**src/rtl/memory_bus_arbiter.sv**
```systemverilog
// memory_bus_arbiter: round-robin sharing of one memory port between the core (m0) and a loader/debug master (m1)
module memory_bus_arbiter #(
  parameter int ADDRESS_SIZE = 15
) (
  input  logic                    clock,
  input  logic                    reset,
  input  logic [ADDRESS_SIZE-1:0] m0_address,
  input  logic [31:0]             m0_dataWrite,
  input  logic                    m0_writeEnable,
  input  logic                    m0_strobe,
  output logic [31:0]             m0_dataRead,
  output logic                    m0_ready,
  input  logic [ADDRESS_SIZE-1:0] m1_address,
  input  logic [31:0]             m1_dataWrite,
  input  logic                    m1_writeEnable,
  input  logic                    m1_strobe,
  output logic [31:0]             m1_dataRead,
  output logic                    m1_ready,
  output logic [ADDRESS_SIZE-1:0] mem_address,
  output logic [31:0]             mem_dataWrite,
  output logic                    mem_writeEnable,
  output logic                    mem_strobe,
  input  logic [31:0]             mem_dataRead,
  input  logic                    mem_ready,
  output logic [1:0]              grant
);
  typedef enum logic [1:0] {IDLE, GRANT0, GRANT1, RELEASE} state_t;
  state_t state_q, state_d;
  logic   last_q, last_d;
  logic   pick, g0, g1;
  // state and round-robin history; reset leaves last_q=1 so m0 wins the first tie
  always_ff @(posedge clock or negedge reset) begin
    if (!reset) begin
      state_q <= IDLE;
      last_q  <= 1'b1;
    end else begin
      state_q <= state_d;
      last_q  <= last_d;
    end
  end
  // next state: new owners are only chosen once the memory has dropped ready
  always_comb begin
    state_d = state_q;
    last_d  = last_q;
    pick    = (m0_strobe && m1_strobe) ? ~last_q : m1_strobe;
    case (state_q)
      IDLE, RELEASE: begin
        if (!mem_ready) begin
          if (m0_strobe || m1_strobe) begin
            state_d = pick ? GRANT1 : GRANT0;
            last_d  = pick;
          end else begin
            state_d = IDLE;
          end
        end
      end
      GRANT0:  state_d = m0_strobe ? GRANT0 : RELEASE;
      GRANT1:  state_d = m1_strobe ? GRANT1 : RELEASE;
      default: state_d = IDLE;
    endcase
  end
  // owner's request passes straight through; everything else is held at zero
  always_comb begin
    g0              = (state_q == GRANT0);
    g1              = (state_q == GRANT1);
    mem_address     = g0 ? m0_address     : g1 ? m1_address     : '0;
    mem_dataWrite   = g0 ? m0_dataWrite   : g1 ? m1_dataWrite   : '0;
    mem_writeEnable = g0 ? m0_writeEnable : g1 ? m1_writeEnable : 1'b0;
    mem_strobe      = g0 ? m0_strobe      : g1 ? m1_strobe      : 1'b0;
    m0_ready        = g0 & mem_ready;
    m1_ready        = g1 & mem_ready;
    m0_dataRead     = mem_dataRead;
    m1_dataRead     = mem_dataRead;
    grant           = {g1, g0};
  end
endmodule
```
**config.mk**
```make
export PLATFORM = sky130hd
export DESIGN_NAME = memory_bus_arbiter
export DESIGN_NICKNAME = d
export VERILOG_FILES = /design/src/rtl/memory_bus_arbiter.sv
export SDC_FILE = /design/constraint.sdc
export NUM_CORES = 1
export LEC_CHECK = 0
export CAP_MARGIN = 20
export CORE_AREA = 2 2 97 99
export DETAILED_ROUTE_END_ITERATION = 10
export DIE_AREA = 0 0 99 101
export SYNTH_ARGS = -nofsm -noshare
export SYNTH_HDL_FRONTEND = slang
export SYNTH_SLANG_ARGS = --single-unit
```
**constraint.sdc**
```tcl
create_clock -name clock -period 1.45 [get_ports clock]
set_input_delay 0.29 -clock clock [delete_from_list [all_inputs] [get_ports clock]]
set_output_delay 0.29 -clock clock [all_outputs]
set_load 0.01 [all_outputs]
```
==> qor.csv <==
stage,metric,value,unit
outcome,status,finished with violations,
yosys,Post-Syn Area per Cell,8.10,um2
timing,clock skew,0.00146,ns
hold_path,worst hold path class,primary input to async pin,
floorplan,Core ar.,8980,um2
detailed_routing,vias per std cell,4.04,
detailed_routing,DRC Markers,0,
grt,first-pass GRT wire length,8400,um
layout,Final Util,28.7,%
yosys,top area cells in the synthesized netlist,"buf_4 40%, a22o_1 34%, dfrtp_1 4.0%, buf_6 3.6%, ha_1 3.0%",
timing,Final setup violation count,53,
setup_path,worst path required time,1.16,ns
timing,Final Hold Fails,0,
timing,slew margin rel.,86.4,%
outcome,failing checks,negative setup slack,
setup_path,CP Launch Type,flip-flop,
detailed_routing,DRT iter0 DRCs,22,
power_and_ir_drop,total power,4.69,mW
yosys,number of synthesized register bits,3,
run,number of max-cap violations,0,
yosys,Post-synth EDFFs,0,
floorplan,I/O pin cnt,250,
place,Post-DP Area,2440,um2
grt,initial antenna violation count,0,
clock_network,clock buffer count from CTS,3,
layout,Layout fillers,974,
place,Port Buf Inserts,153,
clock_network,"Clk pin slew, worst setup/hold paths",0.03,ns
clock_network,H-tree levels,1,
setup_path,Crit Reg-Reg Startpoint,state_q[0],
detailed_routing,routed wire length,6070,um
clock_network,Clock Tree Buf Depth,2,
clock_network,Num Clock Sinks,3,
clock_network,worst skew pair latency,0.22,ns
floorplan,Initial Util,13.8,%
floorplan,die width,99,um
power_and_ir_drop,P per Cell Area,1820,nW/um2
layout,Final #Nets,394,
detailed_routing,via count,1485,
timing,setup TNS,-21.15,ns
timing,RSZ-0062 raised after global routing,true,
timing,slew at the pin with the worst max-slew slack,0.204,ns
yosys,Synth top cells by count,"66 x buf_4, 48 x a22o_1, 4 x buf_2, 4 x buf_6",
yosys,yosys warns,0,
yosys,sequential-to-total area share from yosys stat,6.16,%
yosys,post-synth top area cell,buf_4,
clock_network,CTS tree,built,
detailed_routing,DR WL/cell,16.5,um
power_and_ir_drop,Peak VDD IR,0.555,mV
setup_path,Critical Path Fanout Max,10,
setup_path,reg2reg end,state_q[1],
yosys,Synth cell types,20,
layout,Inserted Diodes,0,
yosys,most common cell in the netlist,buf_4,
setup_path,critical path capture point type,output pin,
layout,post-route cell area,2570,um2
yosys,ys async rst share,100,%
layout,Post-Layout Cell Count,368,
setup_path,Crit Path Class,flip-flop to output pin,
floorplan,die height,101,um
place,RePlAce Congestion,0.701,
timing,Tmin final,1.91,ns
grt,vias in the first global route,1482,
grt,gr ovfl total,0,
place,DP HPWL,3890,um
timing,post-route setup slack,-0.457,ns
timing,"Slew Viols, Final",0,
clock_network,clock root cell,clkbuf_8,
detailed_routing,First-pass DRT Iterations,3,
yosys,Mapped Cells,153,
yosys,syn_nets,289,
clock_network,CTS Hold Bufs,0,
setup_path,worst reg-to-reg path cell count,7,
yosys,post-synth top area share,40.0,%
yosys,Syn Std Cell Area,1240,um2
floorplan,Core Rows,35,
detailed_routing,ANT nets after route,0,
grt,Overall Global Routing Usage,10.8,%
setup_path,worst reg-to-reg setup slack,-0.05,ns
grt,largest net degree at the start of global routing,15,
floorplan,Die Area,10000,um2
layout,fraction of layout cells with a size suffix above 1,36.2,%
place,placed cells,348,
timing,Highest Clock Rate,524,MHz
power_and_ir_drop,leakage dissipation,1.16,nW
yosys,ys flop type,dfrtp_1,
layout,area grow syn2layout,108,%
setup_path,"Arr. time, crit path",1.62,ns
timing,fin crit share,132,%
per-stage QoR:
stage / worst slack (ns) / hold WS [ns]
final: -0.457 / 0.258
after floorplan: -0.0844 / -0.00559
after global routing: -0.522 / 0.273
after global placement: -0.571 / 0.490
after CTS: -0.518 / 0.256
after detailed placement: -0.592 / 0.490
cells by family (layout without fill, tap and decap cells):
group                    after synthesis  after routing  share of synthesized area (%)
buffers and inverters                 79            183                           46.8
AO/OA/AOI/OAI                         55             55                           37.5
adder cells (fa/ha/maj)                3              3                           3.03
AND/OR/NAND/NOR                       13             13                           6.57
flip-flops                             3              3                           6.16
layout by cell type, fill, tap and decap left out, types with 3 or more instances in the layout:
| master | netlist | final |
|---|---|---|
| nor2b_1 | 3 | 3 |
| a22o_1 | 48 | 48 |
| buf_6 | 4 | 12 |
| buf_4 | 66 | 9 |
| buf_16 | 0 | 3 |
| buf_2 | 4 | 46 |
| clkdlybuf4s50_1 | 0 | 100 |
| buf_12 | 0 | 4 |
| clkbuf_8 | 0 | 3 |
sequential cells by signal, summed over array words and instances, names as in the netlist:
register,flops
state_q,2
last_q,1
worst max path at each step:
stage	start	endpoint	slack (ns)	cells past startpoint
floorplan	state_q[1]	mem_dataWrite[11]	-0.08	7
global placement	state_q[0]	mem_dataWrite[14]	-0.57	6
detailed placement	state_q[0]	mem_dataWrite[14]	-0.59	6
CTS	state_q[0]	mem_dataWrite[5]	-0.52	8
global route	state_q[0]	mem_dataWrite[0]	-0.52	7
finish	state_q[0]	mem_dataWrite[0]	-0.46	7
power breakdown:
part | internal, mW | total, mW | switching, mW
clock network | 0.188 | 0.245 | 0.0570
logic | 2.41 | 4.25 | 1.84
registers | 0.142 | 0.195 | 0.0533
layout make-up:
type	count	area, um2	area share [%]
clock buffers	4	45.0	1.75
inverters	2	7.51	0.292
multi-input cells	71	637	24.7
flip-flops and latches	3	76.3	2.97
repair buffers	177	1670	64.9
well taps	111	139	5.40
layer usage:
metal | GRT usage [%] | up-vias | share of wire [%] | wire length, um
met4 | 4.43 | 0 | 1.9 | 114
met1 | 11.9 | 669 | 37 | 2240
met5 | 0 | - | 0 | 0
li1 | - | 702 | - | -
met2 | 19.5 | 92 | 51 | 3110
met3 | 2.98 | 22 | 9.8 | 594
repair_timing:
item,in CTS,in global routing
hold endpoints to repair,0,0
buffers inserted,9,3
gates cloned,6,1
pin swaps,6,2
resized for setup,229,18
endpoints found under the setup margin,53,55
critical path, stage by stage (launching register included):
cell and delay [ns]:
dfrtp_1 0.40, buf_6 0.13, ha_4 0.17, nor2b_4 0.16, buf_6 0.14, buf_12 0.13, a22o_1 0.14, buf_2 0.13
Power figures use the tool's default switching activity.
